<file path="config.mk">
export PLATFORM = sky130hd
export DESIGN_NAME = lsu_ctrl
export DESIGN_NICKNAME = d
export VERILOG_FILES = /design/src/rtl/lsu_pkg.sv /design/src/rtl/lsu_align.sv /design/src/rtl/lsu_ctrl.sv
export SDC_FILE = /design/constraint.sdc
export NUM_CORES = 1
export LEC_CHECK = 0
export CORE_MARGIN = 2
export CORE_UTILIZATION = 40
export CTS_CLUSTER_DIAMETER = 150
export DETAILED_ROUTE_END_ITERATION = 8
export PLACE_DENSITY = 0.69
export SLEW_MARGIN = 20
export SYNTH_ARGS = -nofsm -noshare
export SYNTH_HDL_FRONTEND = slang
export SYNTH_HIERARCHICAL = 1
export SYNTH_SLANG_ARGS = --single-unit
</file>
<file path="constraint.sdc">
create_clock -name clk -period 2.2 [get_ports clk]
set_input_delay 0.33 -clock clk [delete_from_list [all_inputs] [get_ports clk]]
set_output_delay 0.33 -clock clk [all_outputs]
set_load 0.02 [all_outputs]
</file>
<file path="src/rtl/lsu_pkg.sv">
// lsu_pkg: shared opcodes, func3 encodings, FSM states and size decode for the load/store unit.
package lsu_pkg;

    localparam logic [6:0] LOAD  = 7'b0000011;
    localparam logic [6:0] STORE = 7'b0100011;

    localparam logic [2:0] LB  = 3'b000;
    localparam logic [2:0] LH  = 3'b001;
    localparam logic [2:0] LW  = 3'b010;
    localparam logic [2:0] LD  = 3'b011;
    localparam logic [2:0] LBU = 3'b100;
    localparam logic [2:0] LHU = 3'b101;
    localparam logic [2:0] LWU = 3'b110;

    localparam logic [2:0] SB = 3'b000;
    localparam logic [2:0] SH = 3'b001;
    localparam logic [2:0] SW = 3'b010;
    localparam logic [2:0] SD = 3'b011;

    typedef enum logic [1:0] {IDLE, ACCESS, RESP, FAULT} state_t;

    // Access size in bytes from the low two func3 bits (1/2/4/8).
    function automatic logic [3:0] size_bytes(input logic [1:0] lg2);
        return 4'd1 << lg2;
    endfunction

endpackage

</file>
<file path="src/rtl/lsu_align.sv">
// lsu_align: store byte-lane shifting/strobes and load extraction with sign/zero extension.
module lsu_align
    import lsu_pkg::*;
(
    input  logic [1:0]  st_lg2,
    input  logic [2:0]  st_off,
    input  logic [63:0] st_data,
    input  logic [2:0]  ld_func3,
    input  logic [2:0]  ld_off,
    input  logic [63:0] ld_data,
    output logic [63:0] wdata,
    output logic [7:0]  wstrb,
    output logic [63:0] rdata
);

    logic [63:0] raw;
    logic [7:0]  mask;

    // An 8-byte mask wraps 1<<8 to zero in 8 bits, so the minus one yields 8'hFF.
    always_comb begin
        wdata = st_data << {st_off, 3'b000};
        mask  = (8'h1 << size_bytes(st_lg2)) - 8'h1;
        wstrb = mask << st_off;
        raw   = ld_data >> {ld_off, 3'b000};
        rdata = ld_func3 == LB  ? {{56{raw[7]}}, raw[7:0]} :
                ld_func3 == LH  ? {{48{raw[15]}}, raw[15:0]} :
                ld_func3 == LW  ? {{32{raw[31]}}, raw[31:0]} :
                ld_func3 == LBU ? {56'b0, raw[7:0]} :
                ld_func3 == LHU ? {48'b0, raw[15:0]} :
                ld_func3 == LWU ? {32'b0, raw[31:0]} : raw;
    end

endmodule

</file>
<file path="src/rtl/lsu_ctrl.sv">
// lsu_ctrl: single-outstanding load/store sequencer between ALU and data memory,
// with writeback alignment and misalign/illegal/timeout exceptions.
module lsu_ctrl
    import lsu_pkg::*;
#(
    parameter int          XLEN    = 64,
    parameter int unsigned TIMEOUT = 255
) (
    input  logic            clk,
    input  logic            rst_n,
    input  logic            req_valid,
    output logic            req_ready,
    input  logic            is_store,
    input  logic [2:0]      func3,
    input  logic [XLEN-1:0] addr,
    input  logic [XLEN-1:0] store_data,
    input  logic [4:0]      rd,
    output logic            mem_req,
    output logic            mem_we,
    output logic [XLEN-1:0] mem_addr,
    output logic [XLEN-1:0] mem_wdata,
    output logic [7:0]      mem_wstrb,
    input  logic            mem_ack,
    input  logic [XLEN-1:0] mem_rdata,
    output logic            wb_valid,
    output logic [4:0]      wb_rd,
    output logic [XLEN-1:0] wb_data,
    output logic            stall,
    output logic            misalign_exc,
    output logic            illegal_exc,
    output logic            bus_err,
    output logic [XLEN-1:0] exc_addr
);

    state_t          state;
    logic            is_store_q;
    logic [2:0]      f3_q;
    logic [XLEN-1:0] addr_q;
    logic [4:0]      rd_q;
    logic [31:0]     cnt;
    logic [63:0]     wdata;
    logic [7:0]      wstrb;
    logic [63:0]     ldata;
    logic [3:0]      sz;
    logic            illegal;
    logic            misalign;

    always_comb begin
        sz       = size_bytes(func3[1:0]);
        illegal  = is_store ? func3[2] : func3 == 3'b111;
        misalign = |(addr[2:0] & (sz[2:0] - 3'd1));
    end

    lsu_align u_align (
        .st_lg2   (func3[1:0]),
        .st_off   (addr[2:0]),
        .st_data  (store_data),
        .ld_func3 (f3_q),
        .ld_off   (addr_q[2:0]),
        .ld_data  (mem_rdata),
        .wdata    (wdata),
        .wstrb    (wstrb),
        .rdata    (ldata)
    );

    always_ff @(posedge clk or negedge rst_n) begin
        if (!rst_n) begin
            state        <= IDLE;
            is_store_q   <= 1'b0;
            f3_q         <= '0;
            addr_q       <= '0;
            rd_q         <= '0;
            cnt          <= '0;
            req_ready    <= 1'b1;
            stall        <= 1'b0;
            mem_req      <= 1'b0;
            mem_we       <= 1'b0;
            mem_addr     <= '0;
            mem_wdata    <= '0;
            mem_wstrb    <= '0;
            wb_valid     <= 1'b0;
            wb_rd        <= '0;
            wb_data      <= '0;
            misalign_exc <= 1'b0;
            illegal_exc  <= 1'b0;
            bus_err      <= 1'b0;
            exc_addr     <= '0;
        end else begin
            wb_valid     <= 1'b0;
            misalign_exc <= 1'b0;
            illegal_exc  <= 1'b0;
            bus_err      <= 1'b0;
            case (state)
                IDLE: if (req_valid) begin
                    is_store_q <= is_store;
                    f3_q       <= func3;
                    addr_q     <= addr;
                    rd_q       <= rd;
                    cnt        <= '0;
                    req_ready  <= 1'b0;
                    stall      <= 1'b1;
                    if (illegal || misalign) begin
                        state        <= FAULT;
                        illegal_exc  <= illegal;
                        misalign_exc <= !illegal;
                        exc_addr     <= addr;
                    end else begin
                        state     <= ACCESS;
                        mem_req   <= 1'b1;
                        mem_we    <= is_store;
                        mem_addr  <= {addr[XLEN-1:3], 3'b000};
                        mem_wdata <= wdata;
                        mem_wstrb <= is_store ? wstrb : 8'h00;
                    end
                end
                ACCESS: if (mem_ack) begin
                    mem_req   <= 1'b0;
                    mem_we    <= 1'b0;
                    mem_wstrb <= 8'h00;
                    if (is_store_q) begin
                        state     <= IDLE;
                        stall     <= 1'b0;
                        req_ready <= 1'b1;
                    end else begin
                        state    <= RESP;
                        wb_valid <= 1'b1;
                        wb_rd    <= rd_q;
                        wb_data  <= ldata;
                    end
                end else if (TIMEOUT != 0 && cnt == 32'(TIMEOUT - 1)) begin
                    state     <= FAULT;
                    mem_req   <= 1'b0;
                    mem_we    <= 1'b0;
                    mem_wstrb <= 8'h00;
                    bus_err   <= 1'b1;
                    exc_addr  <= addr_q;
                end else begin
                    cnt <= cnt + 32'd1;
                end
                RESP, FAULT: begin
                    state     <= IDLE;
                    stall     <= 1'b0;
                    req_ready <= 1'b1;
                end
                default: state <= IDLE;
            endcase
        end
    end

endmodule

</file>
# Word-level counts from Yosys, hierarchy flattened
# Index checks and enable logic that the tools add are counted.
[classes]
n_addsub = 3
n_mul = 0
n_div = 0
magnitude_cmp = 0
n_eq_ne = 19
n_shift = 5
n_mux = 56
bitwise_logic = 3
reduce_logical = 15
[op_table]
columns = ["op", "n"]
rows = [
  ["64-bit two-way mux", 10],
  ["64-bit case mux with 2 select lines", 1],
  ["32-bit two-way mux", 3],
  ["32-bit case mux with 2 select lines", 1],
  ["64-bit by 6-bit left shift with 64-bit output", 1],
  ["64-bit by 6-bit >> shifter with 64-bit output", 1],
  ["8-bit two-way mux", 5],
  ["32-bit by 1-bit adder with 32-bit output, second input constant", 1],
  ["32-bit by 8-bit == test with 1-bit output, second input constant", 1],
  ["1-bit two-way mux", 25],
  ["2-bit inequality test, second input constant", 8],
  ["8-bit case mux with 2 select lines", 1],
  ["3-bit == test, second input constant", 4],
  ["2-bit two-way mux", 5],
  ["3-bit AND reduction", 3],
  ["4-bit AND reduction", 2],
  ["1-bit by 4-bit left shift with 8-bit output, first input constant", 1],
  ["8-bit by 3-bit left shift with 8-bit output", 1],
  ["8-bit by 1-bit subtractor with 8-bit output, second input constant", 1],
  ["1-bit case mux with 3 select lines", 2],
  ["2-bit case mux with 3 select lines", 1],
  ["5-bit AND reduction", 1],
  ["2-bit == test, second input constant", 2],
  ["1-bit case mux with 2 select lines", 2],
  ["16 further kinds", 18],
]
[totals]
reg_bits = 381
latchBits = 0
mem_bits_rw = 0
mem_bits_ro = 0
output_inout_bits = 277
wordCells = 121
mem_count = 0

# Depth between registers and ports, before layout
[logic_depth]
word_depth = 8
depth_mapped = 10

# Hierarchy
# Netlist, hierarchy kept.
[by_module_without_submodules]
columns = ["module", "n_inst", "cells_each", "area_each_um2"]
rows = [
  ["lsu_ctrl", 1, 1346, 15529.9],
  ["lsu_align", 1, 560, 4618.2],
]

# Worst setup path after synthesis
# Ideal clock, no wire load.
[synth_path]
path_kind = "flip-flop to flip-flop"
from = "register addr_q[1]"
to = "register wb_data[2]"
arrival_ns = 1.977
path_slack_ns = 0.098
stages_incl_launch_ff = 7
path_buffers = 3
synth_period_minus_slack_ns = 2.102
cell_sequence = "dfrtp_1 buf_2 buf_4 clkbuf_1 mux4_2 mux2_2 mux2_2"
[synth_between]
elab_chain_cells = 7
[synth_rtl]
columns = ["element", "line", "source"]
rows = [
  ["start: declaration", "lsu_ctrl.sv:38", "logic [XLEN-1:0] addr_q;"],
  ["start signal: assignment", "lsu_ctrl.sv:97", "addr_q <= addr;"],
  ["64-bit by 6-bit >> shifter with 64-bit output *", "lsu_align.sv:24", "raw = ld_data >> {ld_off, 3'b000};"],
  ["64-bit two-way mux", "lsu_align.sv:30", "ld_func3 == LWU ? {32'b0, raw[31:0]} : raw;"],
  ["64-bit two-way mux", "lsu_align.sv:29", "ld_func3 == LHU ? {48'b0, raw[15:0]} :"],
  ["64-bit two-way mux", "lsu_align.sv:28", "ld_func3 == LBU ? {56'b0, raw[7:0]} :"],
  ["64-bit two-way mux", "lsu_align.sv:27", "ld_func3 == LW ? {{32{raw[31]}}, raw[31:0]} :"],
  ["64-bit two-way mux", "lsu_align.sv:26", "ld_func3 == LH ? {{48{raw[15]}}, raw[15:0]} :"],
  ["64-bit two-way mux *", "lsu_align.sv:25", "rdata = ld_func3 == LB ? {{56{raw[7]}}, raw[7:0]} :"],
  ["via ldata[2]", "lsu_ctrl.sv:43", "logic [63:0] ldata;"],
  ["end signal: assignment", "lsu_ctrl.sv:128", "wb_data <= ldata;"],
  ["end: declaration", "lsu_ctrl.sv:27", "output logic [XLEN-1:0] wb_data,"],
]
# Mark *: on every way through the listed nets, which the timed path passes. The rest lies on a longest branch.
# A chain may end at the register's enable or synchronous reset.

# Worst setup path after layout
[layout_path]
from = "register cnt[0]"
to = "register exc_addr[51]"
[layout_between]
elab_chain_cells = 3
[layout_rtl]
columns = ["element", "line", "source"]
rows = [
  ["start: declaration", "lsu_ctrl.sv:40", "logic [31:0] cnt;"],
  ["start signal: assignment", "lsu_ctrl.sv:138", "cnt <= cnt + 32'd1;"],
  ["32-bit by 8-bit == test with 1-bit output", "lsu_ctrl.sv:130", "end else if (TIMEOUT != 0 && cnt == 32'(TIMEOUT - 1)) begin"],
  ["2-bit inequality test (no source line)", "-", ""],
  ["5-bit AND reduction (no source line)", "-", ""],
  ["end signal: assignment", "lsu_ctrl.sv:106", "exc_addr <= addr;"],
  ["end signal: assignment", "lsu_ctrl.sv:136", "exc_addr <= addr_q;"],
  ["end: declaration", "lsu_ctrl.sv:32", "output logic [XLEN-1:0] exc_addr"],
]
# Every way passes these cells.

==> results.txt <==
outcome = finished with violations
failing checks = negative setup slack
RePlAce Congestion = 0.9290
post-route ant nets = 0
Ys Warns = 6
IO Port Bufs = 478
DRT iter0 DRCs = 1421
clock latency on the worst-skew pair = 0.59 ns
Worst setup EP type = register
time the worst path needs with I/O delays and setup = 2.201 ns
commonest non-fill, non-tap cell in the layout = clkdlybuf4s50_1
crit-path cells = inv_1 -> ha_2 -> nor4b_4 -> nand3_2 -> o31ai_4 -> and2_2 -> buf_4 -> a31oi_1
worst setup path class = reg -> reg
htree depth = 2
GRT overflow = 0
Core ar. = 49970 um2
crit path max-delay cell type = dfrtp_1
met3 usage = 6.387%
fin worst setup slack = -0.001092 ns
grt met1 use = 33.34%
mapped cell area = 20150 um2
GRT Max-Usage Layer = met2
CP startpoint kind = register
commonest non-fill, non-tap cells in the layout = clkdlybuf4s50_1 (474), nand2_1 (384), dfrtp_1 (377), mux2_2 (235), buf_4 (149)
clock-pin slew on the worst setup and hold paths = 0.06 ns
wire per inst = 22.72 um
drt total wl = 72310 um
IO Count = 482
Final Hold Vio Count = 0
asr flop ratio synth = 100.0%
Final HPWL DP = 52950 um
num rows = 82
WP buf/inv = 2
via count = 17870
Max Clock Freq = 454.3 MHz
vias in the first global route = 18040
Hold WC Path Type = in -> reg
Avg Inst Size Synth = 10.57 um2
first-pass GRT wire length = 109700 um
ANT cells = 0
EDFF count, synth = 0
synth-to-layout area growth = 42.64%
DRC = 0
Die Ht = 228.4 um
ys flop type = dfrtp_1
CTS Buf Count = 45
Leak Pwr = 0.01241 uW
routing usage on met2 = 45.98%
Design Area, Final = 28740 um2
maximum vdd drop = 0.9364 mV
DP Area = 27050 um2
cell family with most CP delay = simple AND/OR/NAND/NOR gates
Die X = 228.4 um
max_cap viols = 0
part of the cycle the worst path needs = 100.0%
Setup Skew = 0.03040 ns
clk buf depth = 3
synthesized flop and latch total = 381
Worst Path Max Fanout = 10
Sum Neg Setup Slack = -0.001092 ns
CTS Root Cell = clkbuf_16
GRT Resource Usage Total = 26.91%
largest net degree at the start of global routing = 79
worst slew pin tran = 0.8660 ns
share of post-route cells with drive strength above 1 = 24.65%
nets = 2692
Synth Instances = 1906
CP required = 2.65 ns
Seq/Total Area, Yosys = 47.33%
DR vias/cell = 5.613
count of cell types in the netlist = 71
Critical Path Max Stage Delay = 0.40 ns
RSZ-0062 raised after global routing = true
Worst Path Arrival = 2.65 ns
die area = 52180 um2
clk sinks = 381
drt first pass iters = 7
Worst Hold Margin = 0.2226 ns
PwrDens = 1450 nW/um2
Slew Viols, Final = 0
CTS tree = done
Starting Density = 40.32%
relative slew slack = 42.15%
final setup fails = 1
initial antenna violation count = 2
==> Yosys cell counts (9+ instances only) <==
cell | number | share of area [%]
mux4_2 | 41 | 4.6
o21ai_1 | 22 | 0.55
dfrtp_1 | 380 | 47
nand2_1 | 384 | 7.2
a31oi_1 | 64 | 2.0
buf_1 | 9 | 0.17
clkbuf_1 | 62 | 1.2
o211ai_2 | 31 | 1.9
and2_1 | 22 | 0.68
inv_1 | 20 | 0.37
buf_2 | 57 | 1.4
nand4_1 | 19 | 0.59
buf_4 | 16 | 0.60
nor2_1 | 73 | 1.4
o22ai_1 | 18 | 0.56
buf_6 | 11 | 0.61
a21oi_1 | 114 | 2.8
nor3_1 | 9 | 0.22
a22oi_1 | 35 | 1.3
mux2i_1 | 74 | 3.7
or3_1 | 18 | 0.56
nand3_1 | 26 | 0.65
nor2b_1 | 19 | 0.59
o21ai_0 | 37 | 0.92
mux2_2 | 235 | 13
==> metrics by stage <==
step           std cells  setup slack [ns]  util (%)  power, uW
2_1_floorplan       1908           0.09809         -      23650
3_3_place_gp        3093           -0.2200     54.13      33540
3_5_place_dp        3093           -0.2403     54.13      34020
4_1_cts             3170           0.01442     57.15      41550
5_1_grt             3183          -0.09246     57.52      43720
6_report            3183         -0.001092     57.52      41660
==> area by class of cell <==
| class | count | area (um2) |
|---|---|---|
| fill | 4282 | 21230 |
| sequential | 381 | 9542 |
| clock buffer | 63 | 1234 |
| timing repair buffer | 685 | 7008 |
| inverter | 22 | 82.58 |
| multi-input combinational | 1350 | 9871 |
| clock inverter | 10 | 161.4 |
| tap | 672 | 840.8 |
==> worst reg2reg max path, cell delays in order (launching register included) <==
cell	delay, ns
dfrtp_1	0.40
inv_1	0.10
ha_2	0.20
nor4b_4	0.20
nand3_2	0.14
o31ai_4	0.37
and2_2	0.33
buf_4	0.23
a31oi_1	0.11
==> worst paths after layout <==
kind | from | end | slack, ns | cells past startpoint
setup / recovery | cnt[0] | exc_addr[51] | -0.001 | 8
hold / removal | addr[0] | addr_q[0] | 0.22 | 4
setup reg to reg | cnt[0] | exc_addr[51] | -0.001 | 8
hold reg to reg | addr_q[47] | addr_q[47] | 0.47 | 2
max in group asynchronous | rst_n | req_ready | 1.12 | 3
min in group asynchronous | rst_n | exc_addr[56] | 0.29 | 2
==> flip-flops by register name (all words and copies together) (netlist names), 2 cells and up <==
name and count:
addr_q 64, cnt 32, exc_addr 64, f3_q 3
mem_addr 61, mem_wdata 64, mem_wstrb 8, rd_q 5
state 2, wb_data 64, wb_rd 5
==> power breakdown <==
part	switching (uW)	total, uW	internal (uW)
Sequential	1950	12000	10100
Combinational	11700	22500	10700
Clock	3040	7190	4150
==> metal layers <==
metal  up-vias  wire length (um)  part of all wire [%]
li1       7962                 -                     -
met1      8970             28620                    40
met2       814             35740                    49
met3       119              5564                   7.7
met4         2              2376                   3.3
met5         -                12                 0.017
==> logic make-up after synthesis <==
family | synth area share (%)
simple gates | 13.54
flops | 47.33
compound gates | 12.72
mux | 21.52
buf+inv | 4.359
xor+xnor | 0.3913
fa+ha+maj | 0.1242
other cells | 0.01861
==> what timing repair did <==
| item | 4_1_cts | 5_1_grt |
|---|---|---|
| setup endpoints to repair | 72 | 101 |
| gates cloned | 1 | 3 |
| pin swaps | 4 | 10 |
| endpoints found under the hold margin | 48 | 0 |
| buffers inserted | 2 | 10 |
| resized for setup | 14 | 12 |
| hold buffers | 1 | 0 |
(Power assumes the default switching activity.)
